[config.mk]
export PLATFORM = sky130hd
export DESIGN_NAME = if_fetch_queue
export DESIGN_NICKNAME = d
export VERILOG_FILES = /design/src/rtl/if_fetch_queue_pkg.sv /design/src/rtl/if_fetch_queue_fetch_fifo.sv /design/src/rtl/if_fetch_queue.sv
export SDC_FILE = /design/constraint.sdc
export NUM_CORES = 1
export LEC_CHECK = 0
export ABC_AREA = 1
export BUFFER_PORTS_ARGS = -buffer_cell sky130_fd_sc_hd__buf_2
export CORE_UTILIZATION = 45
export CTS_CLUSTER_DIAMETER = 150
export DETAILED_ROUTE_END_ITERATION = 8
export PLACE_DENSITY = 0.73
export SETUP_SLACK_MARGIN = 0.15
export SLEW_MARGIN = 10
export SYNTH_ARGS = -nofsm -noshare
export SYNTH_HDL_FRONTEND = slang
export SYNTH_HIERARCHICAL = 1
export SYNTH_SLANG_ARGS = --single-unit
[constraint.sdc]
create_clock -name clk -period 5.1 [get_ports clk]
set_clock_uncertainty 0.1 [all_clocks]
set_input_delay 0.255 -clock clk [delete_from_list [all_inputs] [get_ports clk]]
set_output_delay 0.255 -clock clk [all_outputs]
set_load 0.005 [all_outputs]
[src/rtl/if_fetch_queue_pkg.sv]
// rtl/if_fetch_queue_pkg.sv - shared widths, constant words and entry type for the fetch queue
package if_fetch_queue_pkg;

    localparam int instWidth = 32;
    localparam logic [instWidth-1:0] zeroWord = '0;
    localparam logic funEnable  = 1'b1;
    localparam logic funDisable = 1'b0;
    localparam logic [instWidth-1:0] nopInst = 32'h00000013;

    typedef struct packed {
        logic [instWidth-1:0] pc;
        logic [instWidth-1:0] inst;
    } fetch_entry_t;

endpackage

[src/rtl/if_fetch_queue_fetch_fifo.sv]
// rtl/if_fetch_queue_fetch_fifo.sv - synchronous FIFO with async reset and synchronous clear
module fetch_fifo #(
    parameter int WIDTH = 32,
    parameter int DEPTH = 2
) (
    input  logic                     clk,
    input  logic                     rst_n,
    input  logic                     i_clear,
    input  logic                     i_push,
    input  logic [WIDTH-1:0]         i_data,
    input  logic                     i_pop,
    output logic [WIDTH-1:0]         o_head,
    output logic [$clog2(DEPTH):0]   o_count
);

    localparam int AW = $clog2(DEPTH);

    logic [WIDTH-1:0] r_mem [DEPTH];
    logic [AW-1:0]    r_rd_ptr;
    logic [AW-1:0]    r_wr_ptr;
    logic [AW:0]      r_count;
    logic             w_full;
    logic             w_empty;
    logic             w_do_push;
    logic             w_do_pop;

    assign w_full    = (r_count == (AW+1)'(DEPTH));
    assign w_empty   = (r_count == '0);
    assign w_do_pop  = i_pop & ~w_empty;
    // a full FIFO still takes a push when the head leaves in the same cycle
    assign w_do_push = i_push & (~w_full | w_do_pop);

    always_ff @(posedge clk or negedge rst_n) begin
        if (!rst_n) begin
            r_rd_ptr <= '0;
            r_wr_ptr <= '0;
            r_count  <= '0;
            for (int i = 0; i < DEPTH; i++) begin
                r_mem[i] <= '0;
            end
        end else if (i_clear) begin
            r_rd_ptr <= '0;
            r_wr_ptr <= '0;
            r_count  <= '0;
        end else begin
            if (w_do_push) begin
                r_mem[r_wr_ptr] <= i_data;
                r_wr_ptr        <= r_wr_ptr + AW'(1);
            end
            if (w_do_pop) begin
                r_rd_ptr <= r_rd_ptr + AW'(1);
            end
            r_count <= r_count + (AW+1)'(w_do_push) - (AW+1)'(w_do_pop);
        end
    end

    assign o_head  = r_mem[r_rd_ptr];
    assign o_count = r_count;

    a_no_overflow: assert property (@(posedge clk) disable iff (!rst_n)
        !(i_push && w_full && !w_do_pop && !i_clear));

endmodule

[src/rtl/if_fetch_queue.sv]
// rtl/if_fetch_queue.sv - fetch stage: credit-limited imem requests, PC pairing, decode queue, flush squash
// Optional IF_NOP_INJECT_EN: invalid head reads nopInst/zeroWord instead of holding the last head.
module if_fetch_queue
    import if_fetch_queue_pkg::*;
#(
    parameter int DEPTH = 2
) (
    input  logic                 clk,
    input  logic                 rst,
    input  logic [instWidth-1:0] curr_pc,
    input  logic                 pipelineFlush,
    output logic                 pc_hazarded,
    output logic                 imem_req,
    output logic [instWidth-1:0] imem_addr,
    input  logic                 imem_gnt,
    input  logic                 imem_rvalid,
    input  logic [instWidth-1:0] imem_rdata,
    output logic                 id_valid,
    input  logic                 id_ready,
    output logic [instWidth-1:0] id_pc,
    output logic [instWidth-1:0] id_inst
);

    localparam int CW = $clog2(DEPTH) + 1;
    localparam int EW = 2 * instWidth;

    logic [CW-1:0]        w_outstanding;
    logic [CW-1:0]        w_occ;
    logic [CW-1:0]        w_drop_base;
    logic [CW-1:0]        r_drop;
    logic                 r_flush_q;
    logic [CW:0]          w_used;
    logic                 w_credit;
    logic                 w_grant;
    logic                 w_pop;
    logic                 w_q_push;
    logic                 w_valid;
    logic [instWidth-1:0] w_track_pc;
    fetch_entry_t         w_head;

    assign w_valid = (w_occ != '0);
    assign w_pop   = w_valid & id_ready;

    // in-flight plus queued entries must fit the queue; a flush empties the queue this cycle
    always_comb begin
        w_used = {1'b0, w_outstanding};
        if (!pipelineFlush) begin
            w_used = w_used + {1'b0, w_occ} - (CW+1)'(w_pop);
        end
    end

    assign w_credit    = (w_used < (CW+1)'(DEPTH));
    assign imem_req    = rst & w_credit;
    assign imem_addr   = curr_pc;
    assign w_grant     = imem_req & imem_gnt;
    assign pc_hazarded = ~w_grant;

    assign w_q_push = imem_rvalid & (r_drop == '0) & ~pipelineFlush;

    // outstanding request count is the pc_track occupancy
    fetch_fifo #(
        .WIDTH (instWidth),
        .DEPTH (DEPTH)
    ) u_pc_track (
        .clk     (clk),
        .rst_n   (rst),
        .i_clear (1'b0),
        .i_push  (w_grant),
        .i_data  (curr_pc),
        .i_pop   (imem_rvalid),
        .o_head  (w_track_pc),
        .o_count (w_outstanding)
    );

    fetch_fifo #(
        .WIDTH (EW),
        .DEPTH (DEPTH)
    ) u_queue (
        .clk     (clk),
        .rst_n   (rst),
        .i_clear (pipelineFlush),
        .i_push  (w_q_push),
        .i_data  ({w_track_pc, imem_rdata}),
        .i_pop   (w_pop),
        .o_head  (w_head),
        .o_count (w_occ)
    );

    // a held flush keeps the stale count from its first cycle so grants taken during it survive
    assign w_drop_base = r_flush_q ? r_drop : w_outstanding;

    always_ff @(posedge clk or negedge rst) begin
        if (!rst) begin
            r_drop    <= '0;
            r_flush_q <= 1'b0;
        end else begin
            r_flush_q <= pipelineFlush;
            if (pipelineFlush) begin
                r_drop <= w_drop_base - CW'(imem_rvalid && (w_drop_base != '0));
            end else if (imem_rvalid && (r_drop != '0)) begin
                r_drop <= r_drop - CW'(1);
            end
        end
    end

    assign id_valid = w_valid;

`ifdef IF_NOP_INJECT_EN
    assign id_pc   = w_valid ? w_head.pc   : zeroWord;
    assign id_inst = w_valid ? w_head.inst : nopInst;
`else
    logic [instWidth-1:0] r_hold_pc;
    logic [instWidth-1:0] r_hold_inst;

    always_ff @(posedge clk or negedge rst) begin
        if (!rst) begin
            r_hold_pc   <= zeroWord;
            r_hold_inst <= zeroWord;
        end else if (w_valid) begin
            r_hold_pc   <= w_head.pc;
            r_hold_inst <= w_head.inst;
        end
    end

    assign id_pc   = w_valid ? w_head.pc   : r_hold_pc;
    assign id_inst = w_valid ? w_head.inst : r_hold_inst;
`endif

endmodule

==> results_tabular.tex <==
\begin{tabular}{lr}
\hline
Metric & Value \\
\hline
\multicolumn{2}{l}{\textbf{Floorplanning}} \\
\quad Initial Utilization & 0.459 \\
\quad Number of placed I/O pins & 169 \\
\quad Die Height & 170 um \\
\quad Full die area & 29,100 um\^{}2 \\
\quad Core Region & 27,900 um\^{}2 \\
\quad Number of cell rows & 61 \\
\quad Die outline width & 170 um \\
\multicolumn{2}{l}{\textbf{GRT}} \\
\quad Overflow after GRT & 0 \\
\quad Pin count of the biggest net entering global routing & 160 \\
\quad Total track usage & 0.221 \\
\quad Global-route wire length before repair & 51.7 mm \\
\quad Number of global-route vias before repair & 10,400 \\
\quad Antenna violations before repair & 0 \\
\multicolumn{2}{l}{\textbf{Setup path}} \\
\quad Crit Path Max Fanout & 22 \\
\quad Start point of the critical path & u\_queue/o\_count[1]\$\_DFF\_PN0\_ \\
\quad List of cells traversed by the critical path & nor2\_4, nor2\_1, ha\_1, inv\_1, nand2\_1, fa\_1, nor2\_1, a21oi\_1, nand3\_1, nor2\_4, nand2\_1, ha\_1, inv\_1, ha\_1, nand3\_1, nand2\_1, nor2\_1 \\
\quad Critical Path RT & 5.47 ns \\
\quad Data arrival time at the worst-slack endpoint & 3.91 ns \\
\quad Type of element launching the critical path & flip-flop \\
\quad Critical path endpoint category & flip-flop \\
\quad Start of the worst register-to-register path & u\_queue/o\_count[1]\$\_DFF\_PN0\_ \\
\quad Largest stage delay on the critical path & 0.52 ns \\
\quad CP max stage cell & sky130\_fd\_sc\_hd\_\_nor2\_4 \\
\quad Start-to-end type of the worst setup path & flip-flop to flip-flop \\
\multicolumn{2}{l}{\textbf{Routing}} \\
\quad WL final & 31.5 mm \\
\quad Detailed-router iteration count before antenna repair & 5 \\
\quad Wirelength per Cell & 14.9 um \\
\quad Vias per inst & 5.10 \\
\quad Remaining antenna violation count & 0 \\
\quad DRC viols & 0 \\
\quad Routed vias & 10,800 \\
\quad Number of DRC violations after detailed-routing iteration 0 & 927 \\
\multicolumn{2}{l}{\textbf{Synthesis}} \\
\quad Synth Area in Compound Gates & 0.00441 \\
\quad Post-Synth Simple-Gate Area & 0.373 \\
\quad Xor-xnor portion of the synthesized cell area & 0 \\
\quad Number of flip-flops and latches in the synthesized netlist & 267 \\
\quad Warnings, synthesis & 6 \\
\quad Distinct cells, synth & 23 \\
\quad Syn Std Cell Area & 12,800 um\^{}2 \\
\quad Post-synthesis share of cell area spent on full adders, half adders and majority gates & 0.00940 \\
\quad Multiplexer share of the synthesized area & 0 \\
\quad Largest family of logic cells by synthesized area & simple AND/OR/NAND/NOR gates \\
\quad Register area share after synthesis & 0.523 \\
\quad Synthesized area per cell & 8.04 um\^{}2 \\
\quad Post-Synthesis Cells & 1,589 \\
\multicolumn{2}{l}{\textbf{Final layout}} \\
\quad Commonest non-fill, non-tap cell in the layout & sky130\_fd\_sc\_hd\_\_nand2\_1 \\
\quad Fraction of layout instances using a drive strength above 1 & 0.142 \\
\quad Number of nets in the final layout & 1,800 \\
\quad Final standard cell utilization of the core & 0.533 \\
\quad Commonest non-fill, non-tap cells in the layout & 892 x sky130\_fd\_sc\_hd\_\_nand2\_1, 266 x sky130\_fd\_sc\_hd\_\_dfrtp\_1, 192 x sky130\_fd\_sc\_hd\_\_nand4\_1 \\
\quad Area growth, synth to finish & 16.3\% \\
\quad Inserted Diodes & 0 \\
\multicolumn{2}{l}{\textbf{CTS}} \\
\quad TritonCTS clock tree & yes \\
\quad Total number of clock tree sinks & 267 \\
\quad Total clock buffers created by CTS & 28 \\
\quad Total number of H-tree levels & 1 \\
\quad CTS Root Buffer Type & sky130\_fd\_sc\_hd\_\_clkbuf\_16 \\
\quad Post-CTS Setup Repair Bufs & 0 \\
\quad Clock-pin slew of the registers on the worst-case setup and hold paths & 0.06 ns \\
\quad Insertion delay of the later-clocked pin in the worst-skew pair & 0.54 ns \\
\quad Clock tree buffer depth & 3 \\
\multicolumn{2}{l}{\textbf{STA}} \\
\quad Pins Over Slew Limit & 0 \\
\quad Headroom to the max-slew limit & 0.288 \\
\quad Final Cycle Share & 0.694 \\
\quad Actual transition at the worst max-transition pin & 1.07 ns \\
\quad Minimum setup slack in the final design & 1.56 ns \\
\quad Sum of negative setup slack & 0 ns \\
\quad Setup repair after global routing missed its margin & false \\
\quad Count of endpoints failing hold in the final timing report & 0 \\
\quad Highest Clock Rate & 0.283 GHz \\
\quad Final critical delay including setup and external delays & 3.54 ns \\
\quad Final Setup Violations & 0 \\
\multicolumn{2}{l}{\textbf{Power}} \\
\quad P\_leak & 8.35 nW \\
\quad Max IR drop VDD & 0.256 mV \\
\quad Power per standard cell area & 497 nW/um\^{}2 \\
\multicolumn{2}{l}{\textbf{Placement}} \\
\quad Setup Slack @ Placement & 1.54 ns \\
\quad Port-buffer cells & 168 \\
\quad Routability congestion estimate from global placement & 0.783 \\
\quad Placed wire-length estimate & 17.8 mm \\
\multicolumn{2}{l}{\textbf{Run}} \\
\quad Max capacitance violation total & 0 \\
\multicolumn{2}{l}{\textbf{Hold path}} \\
\quad Hold WC Path Type & input port to flip-flop \\
\quad Startpoint of the lowest-slack hold path & imem\_rvalid \\
\multicolumn{2}{l}{\textbf{Outcome}} \\
\quad Result of the run & completed \\
\hline
\end{tabular}
==> cell families after synthesis <==
logic type	after synthesis
flops	267
buf+inv	186
fa+ha+maj	9
simple gates	1115
other cells	1
compound gates	11
==> cell type report <==
| type | instances | area (um^2) |
|---|---|---|
| multi-input combinational | 1139 | 4990 |
| clock inverter | 7 | 87.6 |
| timing repair buffer | 248 | 1630 |
| tap | 378 | 473 |
| fill | 2623 | 13000 |
| inverter | 37 | 139 |
| clock buffer | 42 | 855 |
| sequential | 267 | 6680 |
==> sequential cells by signal, summed over array words and instances (netlist names) <==
name / flops
r_drop: 2
r_flush_q: 1
r_hold_inst: 32
r_hold_pc: 32
u_pc_track/o_count: 2
u_pc_track/r_mem: 64
u_pc_track/r_rd_ptr: 1
u_pc_track/r_wr_ptr: 1
u_queue/o_count: 2
u_queue/r_mem: 128
u_queue/r_rd_ptr: 1
u_queue/r_wr_ptr: 1
==> power by group <==
| group | switching (mW) | internal (mW) |
|---|---|---|
| Sequential | 0.351 | 2.87 |
| Combinational | 1.35 | 0.748 |
| Clock | 0.822 | 1.25 |
| Total | 2.52 | 4.86 |
==> path summary, 6_finish.rpt <==
| path | cells past startpoint | to | slack, ns |
|---|---|---|---|
| worst max-delay path | 17 | u_pc_track/o_count[1]$_DFF_PN0_ | 1.56 |
| worst min-delay path | 4 | u_pc_track/r_rd_ptr$_DFFE_PN0P_ | 0.02 |
| worst max register to register | 17 | u_pc_track/o_count[1]$_DFF_PN0_ | 1.56 |
| worst min register to register | 2 | u_queue/r_mem[5]$_DFFE_PN0P_ | 0.37 |
| max in group asynchronous | 3 | r_hold_pc[24]$_DFF_PN0_ | 3.15 |
| min in group asynchronous | 2 | u_queue/r_mem[90]$_DFFE_PN0P_ | 0.22 |
==> critical path: cells and delay by family, from the launching register on <==
kind                     cells  cell delay (ns)
AND/OR/NAND/NOR             10             1.40
adder cells (fa/ha/maj)      4             1.26
AO/OA/AOI/OAI                1             0.12
flip-flops                   1             0.51
buffers and inverters        2             0.08
==> stage by stage <==
step | instance area (um^2) | hold slack [ns] | total power [mW] | std cells
final | 14900 | 0.0250 | 7.38 | 2118
after global routing | 14900 | 0.0384 | 7.93 | 2118
after CTS | 14900 | 0.00994 | 7.43 | 2118
after detailed placement | 13300 | 0.260 | 5.30 | 2003
after global placement | 13300 | 0.255 | 5.21 | 2003
after floorplan | 12800 | -0.141 | 4.62 | 1592
==> metal layers <==
layer  vias up  global-route usage  wire, um
met5         -                   0         0
met4         0              0.0548       484
met3        36              0.0258      1530
met2       298               0.378     15100
met1      5152               0.298     14500
li1       5323                   -         -
==> cell usage after synthesis <==
cell / instances / area share
sky130_fd_sc_hd__nor2_4: 3 / 0.0026
sky130_fd_sc_hd__nand3_4: 3 / 0.0041
sky130_fd_sc_hd__nor2_1: 8 / 0.0024
sky130_fd_sc_hd__a31oi_1: 1 / 0.00049
sky130_fd_sc_hd__buf_4: 46 / 0.027
sky130_fd_sc_hd__nand2_1: 892 / 0.26
sky130_fd_sc_hd__o21ai_0: 5 / 0.0020
sky130_fd_sc_hd__buf_8: 5 / 0.0059
sky130_fd_sc_hd__buf_2: 71 / 0.028
sky130_fd_sc_hd__clkbuf_1: 10 / 0.0029
sky130_fd_sc_hd__nor3_1: 1 / 0.00039
sky130_fd_sc_hd__inv_2: 6 / 0.0018
sky130_fd_sc_hd__conb_1: 1 / 0.00029
sky130_fd_sc_hd__nor2_2: 2 / 0.00098
sky130_fd_sc_hd__fa_1: 1 / 0.0016
sky130_fd_sc_hd__a21oi_1: 5 / 0.0020
sky130_fd_sc_hd__dfrtp_1: 267 / 0.52
sky130_fd_sc_hd__nand4_1: 192 / 0.094
sky130_fd_sc_hd__buf_6: 17 / 0.015
sky130_fd_sc_hd__nand3_1: 11 / 0.0043
sky130_fd_sc_hd__ha_1: 8 / 0.0078
sky130_fd_sc_hd__nand3_2: 3 / 0.0024
sky130_fd_sc_hd__inv_1: 31 / 0.0091
==> what timing repair did <==
action / CTS / global route
hold endpoints to repair: 238 / 0
resized for setup: 0 / 0
hold buffers: 66 / 0
No activity file was read; power rests on OpenSTA's default activity.
